**src/rtl/mux_drv_pkg.sv**
```systemverilog
// Shared types and iw/ow field layout for the mux project driver.
package mux_drv_pkg;

  localparam int IW_W    = 18;
  localparam int OW_W    = 24;
  localparam int FIELD_W = 8;

  // iw: project clock, project reset, then the two input bytes
  localparam int IW_CLK_BIT  = 0;
  localparam int IW_RSTN_BIT = 1;
  localparam int IW_UI_LSB   = 2;
  localparam int IW_UIO_LSB  = 10;

  // ow: outputs, bidir outputs, bidir output enables
  localparam int OW_UO_LSB  = 0;
  localparam int OW_UIO_LSB = 8;
  localparam int OW_OE_LSB  = 16;

  typedef enum logic [2:0] {
    IDLE,
    SETUP,
    CLK_HI,
    CLK_LO,
    SAMPLE,
    RESP
  } drv_state_e;

endpackage

```
**src/rtl/mux_drv_phase_timer.sv**
```systemverilog
// Loadable 8-bit down-counter timing the settle and clock-phase intervals.
// done is high in the last cycle of a loaded interval (and while idle).
module mux_drv_phase_timer (
  input  logic       clk,
  input  logic       rst,
  input  logic       load,
  input  logic [7:0] load_value,
  output logic       done
);

  logic [7:0] count;

  always_ff @(posedge clk) begin
    if (rst)
      count <= '0;
    else if (load)
      count <= load_value;
    else if (count != 8'd0)
      count <= count - 8'd1;
  end

  assign done = (count <= 8'd1);

endmodule

```
**src/rtl/mux_proj_driver.sv**
```systemverilog
// Drives a muxed project: applies inputs, issues N project-clock pulses, captures ow.
// Optional macro MUX_DRV_COMPARE_EN enables the ow-vs-expected mismatch flag.
module mux_proj_driver
  import mux_drv_pkg::*;
#(
  parameter int HALF_PERIOD = 2,
  parameter int SETTLE      = 1
) (
  input  logic            clk,
  input  logic            rst,
  input  logic            cmd_valid,
  output logic            cmd_ready,
  input  logic            cmd_ena,
  input  logic [7:0]      cmd_ui_in,
  input  logic [7:0]      cmd_uio_in,
  input  logic            cmd_rst_n,
  input  logic [7:0]      cmd_pulses,
  input  logic [OW_W-1:0] cmd_expect,
  output logic            rsp_valid,
  input  logic            rsp_ready,
  output logic [OW_W-1:0] rsp_ow,
  output logic            rsp_mismatch,
  output logic            ena,
  output logic [IW_W-1:0] iw,
  input  logic [OW_W-1:0] ow
);

  localparam logic [7:0] SETTLE_CNT = 8'(SETTLE);
  localparam logic [7:0] HALF_CNT   = 8'(HALF_PERIOD);

  drv_state_e      state, next_state;
  logic [7:0]      pulses_left;
  logic            timer_load, timer_done;
  logic [7:0]      timer_value;
  logic            proj_clk;
  logic [IW_W-1:0] iw_fields, cmd_iw;
  logic            accept;

  assign accept    = cmd_valid && cmd_ready;
  assign cmd_ready = (state == IDLE) && !rst;
  assign rsp_valid = (state == RESP);

  mux_drv_phase_timer u_timer (
    .clk        (clk),
    .rst        (rst),
    .load       (timer_load),
    .load_value (timer_value),
    .done       (timer_done)
  );

  always_ff @(posedge clk) begin
    if (rst)
      state <= IDLE;
    else
      state <= next_state;
  end

  // The timer is reloaded on every entry into a timed state.
  always_comb begin
    next_state = state;
    case (state)
      IDLE:    if (cmd_valid) next_state = SETUP;
      SETUP:   if (timer_done) next_state = (pulses_left != 8'd0) ? CLK_HI : SAMPLE;
      CLK_HI:  if (timer_done) next_state = CLK_LO;
      CLK_LO:  if (timer_done) next_state = (pulses_left != 8'd1) ? CLK_HI : SAMPLE;
      SAMPLE:  next_state = RESP;
      RESP:    if (rsp_ready) next_state = IDLE;
      default: next_state = IDLE;
    endcase
    if (rst) next_state = IDLE;
    timer_load  = (next_state != state) &&
                  ((next_state == SETUP) || (next_state == CLK_HI) || (next_state == CLK_LO));
    timer_value = (next_state == SETUP) ? SETTLE_CNT : HALF_CNT;
  end

  always_comb begin
    cmd_iw                            = '0;
    cmd_iw[IW_RSTN_BIT]               = cmd_rst_n;
    cmd_iw[IW_UI_LSB +: FIELD_W]      = cmd_ui_in;
    cmd_iw[IW_UIO_LSB +: FIELD_W]     = cmd_uio_in;
  end

  // Project clock is registered from next_state so it is glitch-free.
  always_ff @(posedge clk) begin
    if (rst) begin
      pulses_left <= '0;
      proj_clk    <= 1'b0;
      iw_fields   <= '0;
      ena         <= 1'b0;
      rsp_ow      <= '0;
    end else begin
      proj_clk <= (next_state == CLK_HI);
      if (accept) begin
        iw_fields   <= cmd_iw;
        ena         <= cmd_ena;
        pulses_left <= cmd_pulses;
      end
      if (state == CLK_LO && timer_done)
        pulses_left <= pulses_left - 8'd1;
      if (state == SAMPLE)
        rsp_ow <= ow;
    end
  end

  assign iw = iw_fields | {{(IW_W-1){1'b0}}, proj_clk};

`ifdef MUX_DRV_COMPARE_EN
  logic [OW_W-1:0] expect_q;
  logic            mismatch_q;

  always_ff @(posedge clk) begin
    if (rst) begin
      expect_q   <= '0;
      mismatch_q <= 1'b0;
    end else begin
      if (accept)
        expect_q <= cmd_expect;
      if (state == SAMPLE)
        mismatch_q <= (ow != expect_q);
    end
  end

  assign rsp_mismatch = mismatch_q;
`else
  logic unused_expect;
  assign unused_expect = ^cmd_expect;
  assign rsp_mismatch  = 1'b0;
`endif

endmodule

```
**config.mk**
```make
export PLATFORM = sky130hd
export DESIGN_NAME = mux_proj_driver
export DESIGN_NICKNAME = d
export VERILOG_FILES = /design/src/rtl/mux_drv_pkg.sv /design/src/rtl/mux_drv_phase_timer.sv /design/src/rtl/mux_proj_driver.sv
export SDC_FILE = /design/constraint.sdc
export NUM_CORES = 1
export LEC_CHECK = 0
export ABC_AREA = 1
export CORE_UTILIZATION = 42
export CTS_BUF_LIST = sky130_fd_sc_hd__clkbuf_4 sky130_fd_sc_hd__clkbuf_8 sky130_fd_sc_hd__clkbuf_16
export DETAILED_ROUTE_END_ITERATION = 12
export GPL_ROUTABILITY_DRIVEN = 1
export MAX_ROUTING_LAYER = met4
export PLACE_DENSITY = 0.9
export REMOVE_ABC_BUFFERS = 1
export SLEW_MARGIN = 15
export SYNTH_ARGS = -nofsm -noshare
export SYNTH_HDL_FRONTEND = slang
export SYNTH_SLANG_ARGS = --single-unit
```
**constraint.sdc**
```tcl
create_clock -name clk -period 1.9 [get_ports clk]
set_input_delay 0.38 -clock clk [delete_from_list [all_inputs] [get_ports clk]]
set_output_delay 0.38 -clock clk [all_outputs]
set_load 0.02 [all_outputs]
```
Yosys cells after proc, flatten, opt, wreduce, memory -nomap -nowiden
Index checks and enable logic that the tools add are counted.

storage, ports and cells
  register bits = 62
  logic and storage cells = 47
  bits of input ports = 78

cells by class
  muxes and demuxes = 14
  add/sub/neg operators = 2
  reductions and logical operators = 12
  bitwise gates (word level) = 1
  order comparisons = 1
  eq/ne operators = 10

operators with widths
  cell                                                 count
  2-to-1 mux 8 bit                                     4
  2-to-1 mux 3 bit                                     8
  bitwise OR 18 x 1 -> 18 bit                          1
  one-hot mux 3 bit (6 select lines)                   1
  nonzero test 8 bit                                   2
  subtractor 8 x 1 -> 8 bit, second input constant     2
  == test 3 x 2 -> 1 bit, second input constant        4
  <= comparator 8 x 1 -> 1 bit, second input constant  1
  != test 8 x 1 -> 1 bit, second input constant        1
  == test 3 x 1 -> 1 bit, second input constant        2
  == test 3 bit, second input constant                 2
  logical AND 1 bit                                    4
  nonzero test 2 bit                                   2
  logical NOT 3 bit                                    1
  != test 3 bit                                        1
  logical OR 1 bit                                     2
  2-to-1 mux 2 bit                                     1
  logical NOT 1 bit                                    1

Longest topological paths before layout
Gate-level depths: netlist of the first run.

  word-level depth = 10
  depth in mapped cells = 17

By module
A second synthesis of the first run with hierarchy kept.

second synthesis, totals
  cells, all modules = 403
  area, all modules = 2971.6 um^2

by module, submodules not included
  module               times used  sequential area each (um^2)  cells each  area each (um^2)
  mux_proj_driver      1           1081.0                       319         2404.8
  mux_drv_phase_timer  1           160.2                        84          566.8

Least setup slack after synthesis of the first run
OpenSTA, ideal clock, no wires.

  path type = register to register
  from = register u_timer.count[0]
  to = register u_timer.count[1]
  buffers on the path = 0
  library setup time = 132 ps
  period minus slack after synthesis = 1713 ps
  slack = 187 ps
  required time = 1768 ps
  data arrival time = 1581 ps
  cell stages (with the launch flop) = 18
  cells stage by stage = dfxtp_1 > inv_1 > ha_1 > inv_1 > nand2_1 > nand2_1 > nor2_4 > nand2_1 > nand2_1 > nand2_2 > nand3_1 > nand2_1 > nor2_2 > nand2_2 > nand2_4 > nand2_1 > nand2_1 > a21oi_1

between the ends
  cells in the longest elaborated chain, start to end = 9
  elaborated cells between the ends (all ways) = 19

RTL lines
  item                                                              RTL line                                                             source
  start: declaration                                                mux_drv_phase_timer.sv:11                                            logic [7:0] count;
  start signal: assignment                                          mux_drv_phase_timer.sv:17                                            count <= load_value;
  start signal: assignment                                          mux_drv_phase_timer.sv:19                                            count <= count - 8'd1;
  <= comparator 8 x 1 -> 1 bit                                      mux_drv_phase_timer.sv:22                                            assign done = (count <= 8'd1);
  2-to-1 mux 3 bit (on tied branches)                               mux_proj_driver.sv:65, mux_proj_driver.sv:63, mux_proj_driver.sv:64
  one-hot mux 3 bit (6 select lines)                                mux_proj_driver.sv:61                                                case (state)
  2-to-1 mux 3 bit                                                  mux_proj_driver.sv:70                                                if (rst) next_state = IDLE;
  == test 3 x 1 -> 1 bit or == test 3 x 2 -> 1 bit (tied branches)  mux_proj_driver.sv:72, mux_proj_driver.sv:73
  logical OR 1 bit (2 in series)                                    mux_proj_driver.sv:72                                                ((next_state == SETUP) || (next_state == CLK_HI) || (next_state == CLK_LO));
  logical AND 1 bit                                                 mux_proj_driver.sv:71                                                timer_load = (next_state != state) &&
  2-to-1 mux 8 bit or nonzero test 2 bit (tied branches)            n/a

Parallel ways exist; a longest one is shown, timed or not. The select of a mux whose other input is x is not followed.
A chain may end at the register's enable or synchronous reset.

Worst setup path in the final report of the first run
  from = register u_timer.count[1]
  to = register u_timer.count[1]

Same word-level chain as after synthesis.

==> results.sh, run 1 <==
export IMPL_rsz0062_at_grt="true"
export IMPL_slew_headroom_pct=52.5
export IMPL_post_route_period_util_pct=100
export IMPL_rr_endpoint="u_timer.count[1]"
export IMPL_place_congestion=0.843
export IMPL_clock_latency_ns=0.34
export IMPL_comb_power_share_pct=47.1
export IMPL_holdCritPathClass="register to register"
export IMPL_seq_power_share_pct=30.1
export IMPL_p_per_area_nw_per_um2=1420
export IMPL_ios=124
export IMPL_via_per_inst=5.16
export IMPL_grtUsageTotal_pct=23.3
export IMPL_min_period_ns=1.91
export IMPL_timing_rr_start="u_timer.count[1]"
export IMPL_start_util_pct=43.3
export IMPL_hold_violations=0
export IMPL_r2r_setup_slack_ns=-0.009
export IMPL_finalClockSkew_ns=0.00535
export IMPL_seq_area_frac_synth_pct=45.2
export IMPL_cts_hold_buffers_added=0
export IMPL_drive_gt1_share_pct=16.7
export IMPL_violations="setup timing"
export IMPL_cts_root_buf="clkbuf_8"
export IMPL_grt_max_degree=25
export IMPL_cts_buffer_depth=2
export IMPL_num_antenna_cells=0
export IMPL_hpwlAfterDp_um=5320
export IMPL_core_area_um2=6350
export IMPL_num_rows=29
export IMPL_instances_no_fill=569
export IMPL_htreeDepth=3
export IMPL_grt_pass1_vias=3001
export IMPL_drt_met1_wl_um=3250
export IMPL_highest_layer="met4"
export IMPL_synth_warnings=0
export IMPL_area_growth_pct=52.3
export IMPL_worstSetupStartpointType="register"
export IMPL_antenna_found_initial=0
export IMPL_clkSinkCount=62
export IMPL_drt_initial_drc_count=232
export IMPL_wl_met3_um=521
export IMPL_slew_viol_final=0
export IMPL_syn_inst=381
export IMPL_finalPower_mw=5.96
export IMPL_fin_area_um2=4180
export IMPL_overflow=0
export IMPL_cts_buffers=9
export IMPL_wl_per_cell_um=13.9
export IMPL_switchingPower_mw=2.37
export IMPL_p_clk_share_pct=22.8
export IMPL_place_inst=552
export IMPL_grt_pass1_wl_um=12600
export IMPL_drtAntennaViolNets=0
export IMPL_maxCapViolations=0
export IMPL_synthesis_area_um2=2750
export IMPL_setup_viol=1
export IMPL_worstSetupPathType="register to register"
export IMPL_io_buffers=98
export IMPL_wl_um=7930
export IMPL_cts_tree="yes"
export IMPL_p_int_mw=3.59
export IMPL_cts_clk_slew_worst_paths_ns=0.07
export IMPL_dpl_instance_area_um2=3850
export IMPL_crit_end="u_timer.count[1]"
export IMPL_dr_pass1_iters=4
export IMPL_swShare_pct=39.8
export IMPL_crit_fanout=7
export IMPL_leakage_nw=1.76
export IMPL_drc=0
export IMPL_status="finished with violations"
export IMPL_fp_dieH_um=82.9
export IMPL_reg2reg_depth=15
export IMPL_startpoint="u_timer.count[1]"
export IMPL_die_w_um=82.9
export IMPL_peakVddDrop_mv=0.847
export IMPL_synth_seq_cells=62
export IMPL_synth_area_per_cell_um2=7.21
export IMPL_synth_distinct_cells=32
export IMPL_crit_required_ns=2.17
export IMPL_endpoint_kind="register"
export IMPL_cp_arrival_ns=2.17
export IMPL_met2WireLength_um=3940
export IMPL_nNetsFinal=571
export IMPL_dieArea_um2=6870
export IMPL_worst_pin_slew_ns=0.712
export IMPL_vias=2936
export IMPL_max_freq_mhz=524
export IMPL_layout_setup_ws_ns=-0.00856
## through the flow
stage / util (%) / setup WS, ns / hold slack [ns] / TNS (ns)
floorplan: - / 0.0231 / 0.449 / 0
global placement: 60.7 / -0.171 / 0.449 / -0.546
detailed placement: 60.7 / -0.153 / 0.456 / -1.08
CTS: 64.4 / 0.00916 / 0.466 / 0
global route: 65.9 / -0.124 / 0.484 / -0.632
finish: 65.9 / -0.00856 / 0.464 / -0.00856
## kinds of logic (layout without fill, tap and decap cells)
| family | count (synthesis) | count (layout) | share of synthesized area [%] |
|---|---|---|---|
| AO/OA/AOI/OAI | 70 | 70 | 13.9 |
| XOR/XNOR | 4 | 4 | 1.28 |
| adder cells (fa/ha/maj) | 6 | 6 | 2.73 |
| buffers and inverters | 46 | 157 | 6.65 |
| flip-flops | 62 | 62 | 45.2 |
| other | 1 | 1 | 0.136 |
| AND/OR/NAND/NOR | 192 | 192 | 30.1 |
## sequential cells by signal, summed over array words and instances (netlist names)
name           cells
u_timer.count      8
pulses_left        8
rsp_ow            24
state              3
iw_fields         17
ena                1
proj_clk           1
## layout make-up
cell class,instances,area [um2]
clock buffer,13,173
clock inverter,3,65.1
fill,469,2170
inverter,31,124
multi-input combinational,273,1400
sequential,62,1250
tap,77,96.3
timing repair buffer,110,1080
## timing repair
| item | 4_1_cts | 5_1_grt |
|---|---|---|
| setup buffers | 0 | 1 |
| endpoints found under the setup margin | 3 | 14 |
| endpoints found under the hold margin | 0 | 0 |
| resized for setup | 3 | 30 |
| cloned | 0 | 0 |
| pin swaps | 0 | 15 |
## critical path: stages (launching register included)
cell and delay (ns):
dfxtp_4 0.36, inv_6 0.08, ha_4 0.15, nor2_1 0.05, nor2_1 0.13, nand2_2 0.11
nand2_1 0.07, nand2_1 0.06, nand2_2 0.11, buf_4 0.12, nand2_2 0.05, a21oi_2 0.17
nand2_4 0.11, nand2_2 0.09, nand2_2 0.06, a21oi_2 0.11
## layout by cell type, fill, tap and decap left out, drive strengths merged
cell type / n
nor3: 7
or2: 2
o221ai: 1
o21ai: 31
clkbuf: 14
xor2: 3
conb: 1
dfxtp: 62
o41ai: 1
a21oi: 28
nand4: 2
nand3: 8
inv: 31
bufinv: 2
nor4: 1
clkinv: 1
o311ai: 1
buf: 12
a311oi: 1
xnor2: 1
dlygate4sd2: 1
clkdlybuf4s50: 96
nor2: 83
ha: 6
nand2: 88
o211ai: 3
a31oi: 4
nand3b: 1
## how the worst min path moves through the flow
stage,start,endpoint,depth (start not counted)
finish,iw_fields[8],iw_fields[8],2
detailed placement,iw_fields[8],iw_fields[8],2
global placement,iw_fields[12],iw_fields[12],2
CTS,iw_fields[8],iw_fields[8],2
global route,iw_fields[10],iw_fields[10],2
floorplan,rst,ena,1
## routing by layer
metal | track usage (%) | up-vias
li1 | - | 1433
met3 | 7.65 | 22
met2 | 39.3 | 114
met4 | 11.3 | 0
met1 | 24.4 | 1367
met5 | - | -
## power groups by stage
stage / sequential [mW] / combinational [mW] / clock (mW)
detailed placement: 1.78 / 2.49 / 0
global placement: 1.77 / 2.41 / 0
floorplan: 1.96 / 1.39 / 0
finish: 1.79 / 2.80 / 1.36
CTS: 1.76 / 2.51 / 1.38
global route: 1.83 / 3.04 / 1.42
## cell usage after synthesis
cell type / instances / share of area, %
a311oi_1: 1 / 0.32
nor3_1: 7 / 1.3
buf_2: 2 / 0.36
inv_1: 20 / 2.7
o41ai_1: 1 / 0.32
nor2_2: 4 / 0.91
o311ai_0: 1 / 0.32
clkbuf_1: 11 / 1.5
or2_2: 2 / 0.46
nand3_1: 8 / 1.5
nor2_4: 3 / 1.2
nor2_1: 76 / 10
nand3b_1: 1 / 0.27
inv_2: 11 / 1.5
o221ai_1: 1 / 0.32
dfxtp_1: 62 / 45
a21oi_2: 1 / 0.32
nand2_2: 10 / 2.3
ha_1: 6 / 2.7
xnor2_1: 1 / 0.32
a31oi_1: 4 / 0.91
nor4_1: 1 / 0.23
o21ai_1: 2 / 0.36
o211ai_1: 3 / 0.82
o21ai_0: 29 / 5.3
nand2_1: 76 / 10
nand2_4: 2 / 0.82
buf_4: 2 / 0.55
a21oi_1: 27 / 4.9
conb_1: 1 / 0.14
xor2_1: 3 / 0.96
nand4_1: 2 / 0.46
Power figures use the tool's default switching activity.
==> inputs of run 2 (changes only) <==
Settings changed: ABC_CLOCK_PERIOD_IN_PS from default to 1900, TNS_END_PERCENT from default to 20.
==> run 2 against run 1 <==
  * The run now ends clean
  * Clock power about the same
  * First-iteration DRC count shrank 1.3%
  * Clock skew up 0.0019 ns
  * Utilization did not move
  * Final area unchanged
  * Flip-flop and latch count unchanged
  * Non-clock buffer count did not move
==> results.sh, run 2 (same netlist as run 1, synthesis figures left out) <==
export IMPL_via_per_inst=5.10
export IMPL_grtUsageTotal_pct=23.3
export IMPL_drt_initial_drc_count=229
export IMPL_cts_root_buf="clkbuf_8"
export IMPL_cts_tree="yes"
export IMPL_critPathMostFrequentCell="nand2_2"
export IMPL_start_util_pct=43.3
export IMPL_post_route_period_util_pct=99.7
export IMPL_instances_no_fill=569
export IMPL_overflow=0
export IMPL_hpwlAfterDp_um=5320
export IMPL_hold_violations=0
export IMPL_leakage_nw=1.76
export IMPL_nNetsFinal=571
export IMPL_finalPower_mw=5.94
export IMPL_cpMaxStageDelayCell="dfxtp_4"
export IMPL_p_clk_share_pct=22.9
export IMPL_holdCritPathClass="register to register"
export IMPL_utilization_pct=65.9
export IMPL_core_area_um2=6350
export IMPL_num_rows=29
export IMPL_path_cells="inv_6 -> ha_4 -> nor2_1 -> nor2_1 -> nand2_2 -> nand2_1 -> nand2_1 -> nand2_2 -> buf_4 -> nand2_2 -> a21oi_2 -> nand2_4 -> nand2_2 -> nand2_2 -> a21oi_2"
export IMPL_r2r_setup_slack_ns=0.005
export IMPL_io_buffers=98
export IMPL_seq_power_share_pct=30.1
export IMPL_cp_arrival_ns=2.15
export IMPL_clock_latency_ns=0.33
export IMPL_endpoint_kind="register"
export IMPL_cts_hold_buffers_added=0
export IMPL_rsz0062_at_grt="true"
export IMPL_place_congestion=0.843
export IMPL_wl_per_cell_um=13.8
export IMPL_num_fill_cells=469
export IMPL_drtAntennaViolNets=0
export IMPL_max_stage_delay_ns=0.36
export IMPL_largest_register_ffs=24
export IMPL_area_growth_pct=52.3
export IMPL_largest_register="rsp_ow"
export IMPL_fp_dieH_um=82.9
export IMPL_min_period_ns=1.89
export IMPL_final_common_cell="clkdlybuf4s50_1"
export IMPL_setup_viol=0
export IMPL_slew_viol_final=0
export IMPL_fin_area_um2=4180
export IMPL_num_antenna_cells=0
export IMPL_slew_headroom_pct=53.3
export IMPL_worstSetupStartpointType="register"
export IMPL_swShare_pct=39.7
export IMPL_p_per_area_nw_per_um2=1420
export IMPL_cts_buffer_depth=2
export IMPL_reg_top3="rsp_ow (24), iw_fields (17)"
export IMPL_crit_fanout=7
export IMPL_clkSinkCount=62
export IMPL_drive_gt1_share_pct=16.7
export IMPL_place_inst=552
export IMPL_maxCapViolations=0
export IMPL_dpl_instance_area_um2=3850
export IMPL_cts_buffers=9
export IMPL_peakVddDrop_mv=0.847
export IMPL_worstSetupPathType="register to register"
export IMPL_vias=2903
export IMPL_wl_um=7860
export IMPL_multi_input_area_um2=1400
export IMPL_grt_pass1_wl_um=12600
export IMPL_fin_setup_tns_ns=0
export IMPL_die_w_um=82.9
export IMPL_grt_max_degree=25
export IMPL_post_place_ws_ns=-0.153
export IMPL_cts_clk_slew_worst_paths_ns=0.07
export IMPL_max_freq_mhz=528
export IMPL_worst_pin_slew_ns=0.700
export IMPL_crit_required_ns=2.16
export IMPL_ios=124
export IMPL_comb_power_share_pct=47.0
export IMPL_hold_slack_ns=0.464
export IMPL_dr_pass1_iters=5
export IMPL_grt_pass1_vias=3001
export IMPL_drc=0
export IMPL_layout_setup_ws_ns=0.00512
export IMPL_switchingPower_mw=2.36
export IMPL_final_cell_mix="clkdlybuf4s50_1 (96), nor2_1 (75), nand2_1 (71)"
export IMPL_finalClockSkew_ns=0.00724
export IMPL_htreeDepth=3
export IMPL_antenna_found_initial=0
export IMPL_status="finished clean"
export IMPL_p_int_mw=3.58
export IMPL_ff_latch_area_um2=1250
export IMPL_dieArea_um2=6870
-- run 2: cell counts in the layout (fill, tap and decap cells not counted) --
Identical to the previous run, type by type.
-- run 2: final cells by class --
type,count,share of cell area (%)
multi-input combinational,273,33.5
sequential,62,29.8
timing repair buffer,110,25.7
clock buffer,13,4.13
inverter,31,2.96
tap,77,2.30
clock inverter,3,1.56
-- run 2: critical path, delay by kind of cell, from the launching register on --
kind                       cells  cell delay, ns
and+or+nand+nor               10            0.82
DFF                            1            0.36
AOI/OAI and AO/OA              2            0.28
buffers and inverters          2            0.20
adders and majority gates      1            0.15
-- run 2: repair_timing --
item | 4_1_cts | 5_1_grt
gates resized for setup | 3 | 30
pin swaps | 0 | 13
setup endpoints to repair | 3 | 14
buffers inserted | 0 | 1
-- run 2: power by group through the flow --
stage / logic [mW] / registers, mW / clock network (mW)
after floorplan: 1.39 / 1.96 / 0
after global placement: 2.41 / 1.77 / 0
after detailed placement: 2.49 / 1.78 / 0
after CTS: 2.51 / 1.76 / 1.38
after global routing: 3.04 / 1.83 / 1.42
final: 2.79 / 1.79 / 1.36
-- run 2: metal layers --
layer	vias up	routed length [um]	global-route usage [%]	share of wire, %
met5	-	0	-	0
met4	0	182	11.3	2.3
met3	20	567	7.65	7.2
met2	113	3930	39.3	50
met1	1337	3180	24.4	40
li1	1433	-	-	-
-- run 2: path summary, 6_finish.rpt --
kind                    start               end  cells past startpoint
max          u_timer.count[1]  u_timer.count[1]                     15
min              iw_fields[8]      iw_fields[8]                      2
max reg2reg  u_timer.count[1]  u_timer.count[1]                     15
min reg2reg      iw_fields[8]      iw_fields[8]                      2
==> variant, RTL diff (settings of run 1) <==
Encoding of `drv_state_e`: now one-hot (6 bits for 6 states).
--- a/src/rtl/mux_drv_pkg.sv
+++ b/src/rtl/mux_drv_pkg.sv
@@ -16,13 +16,13 @@
   localparam int OW_UIO_LSB = 8;
   localparam int OW_OE_LSB  = 16;
 
-  typedef enum logic [2:0] {
-    IDLE,
-    SETUP,
-    CLK_HI,
-    CLK_LO,
-    SAMPLE,
-    RESP
+  typedef enum logic [5:0] {
+    IDLE   = 6'b000001,
+    SETUP  = 6'b000010,
+    CLK_HI = 6'b000100,
+    CLK_LO = 6'b001000,
+    SAMPLE = 6'b010000,
+    RESP   = 6'b100000
   } drv_state_e;
 
 endpackage
Function: no difference found for any inputs over 10 cycles, from zero or initial values and one cycle with rst high; not proved beyond that.
==> variant against run 1 <==
  * The flow still finishes with violations (negative setup slack)
  * Routed wire length rose by 2.3%
  * Worst setup slack got worse by 0.049 ns
  * Total power fell by 29%
  * Count of clock-buffer cells in the layout fell by 3
  * Area after synthesis rose by 8.2%
  * Sequential cell count rose by 3
  * Cell area rose by 9.7%
  * Critical endpoint unchanged
  * Largest cell class unchanged
==> variant: results (changes against run 1) <==
The cell count after synthesis is 417 (was 381). The total placed instance area came out at 0.004217 sq mm (was 0.003854 sq mm). The worst min-delay path endpoint is iw_fields[4] (was iw_fields[8]). The slack of the critical path came out at -0.05755 ns (was -0.008557 ns). The routed wire length on met2 is 4078 microns (was 3942 microns). Area contributors post-synth: sky130_fd_sc_hd__dfxtp_1, sky130_fd_sc_hd__nand2_1, sky130_fd_sc_hd__nor2_1 (unchanged).

The count of different cell masters after synthesis was 34 (was 32). The wire length on met1 is 3444 microns (was 3246 microns). The half-perimeter wire length of the detailed placement result is 5689 microns (was 5317 microns). The worst setup skew after layout came out at 0.006563 ns (was 0.005347 ns). The leakage power total is 1.902 nW (was 1.757 nW). The met3 global-route usage is 5.101% (was 7.654%). Violations in the final reports: negative setup slack (unchanged). The number of DRC markers after the initial detailed-route iteration was 153 (was 232). The complex-gate fraction of the synthesized area came out at 14.23% (was 13.89%). The maximum number of pins on one net before global-route repair was 26 (was 25).

The share of final-layout standard cells stronger than drive strength 1 came out at 19.85% (was 16.67%). The worst hold slack across all endpoints came out at 0.4648 ns (was 0.4637 ns). The cell with the largest stage delay on the worst path is sky130_fd_sc_hd__dfxtp_2 (was sky130_fd_sc_hd__dfxtp_4). The wire length of the first global-routing pass came out at 12,950 microns (was 12,630 microns). The maximum vdd ir drop is 0.0007205 V (was 0.0008466 V).

The areal power density over the cells is 919.1 mW/mm^2 (was 1424 mW/mm^2). The met2 track utilization from global routing came out at 38.38% (was 39.34%). The proportion of synthesized chip area in sequential cells is 43.77% (was 45.17%). The setup-violating endpoint count in the final report came to 8 (was 1).

The post-detailed-routing wire length is 8119 microns (was 7933 microns). The global router's overall resource usage came out at 22.99% (was 23.27%). The via-per-instance ratio is 4.864 (was 5.160). The mean routed wirelength per cell is 12.59 microns (was 13.94 microns). Run status: finished with violations (unchanged). The detailed-routed wire length on met3 came out at 408 microns (was 521 microns). The number of instances in the placed design came to 622 (was 552). The worst setup path startpoint was u_timer.count[0] (was u_timer.count[1]). The sum of negative setup slack is -0.3158 ns (was -0.008557 ns). The met1 usage in global routing is 26.16% (was 24.40%). The worst-case setup slack after placement is -0.3258 ns (was -0.1527 ns). The fill cell total of the finished layout came out at 526 (was 469). The launch point of the worst hold path is iw_fields[4] (was iw_fields[8]).
variant: cell count changes in the layout (fill, tap and decap cells not counted), sizes merged, moves of 4 or more:
cell / change
o21ai: +5
inv: +5
nand3: +14
clkbuf: -4
buf: +23
nor2: +8
variant: power by group:
| group | switching [mW] | total (mW) | internal, mW |
|---|---|---|---|
| sequential | 0.0901 | 1.56 | 1.47 |
| clock | 0.551 | 1.20 | 0.645 |
| combinational | 0.795 | 1.46 | 0.663 |
variant: repair_timing:
action,CTS,global route
hold buffers,0,0
endpoints found under the setup margin,10,14
setup buffers,4,3
resized for setup,26,20
gates cloned,0,0
pin swaps,9,11
variant: final cells by class:
cell class              count  area share [%]
well taps                  96           2.618
clock inverters             6           1.445
clock buffers              10           3.000
multi-input cells         302           34.66
inverters                  35           2.918
repair buffers            131           26.92
flip-flops and latches     65           28.44
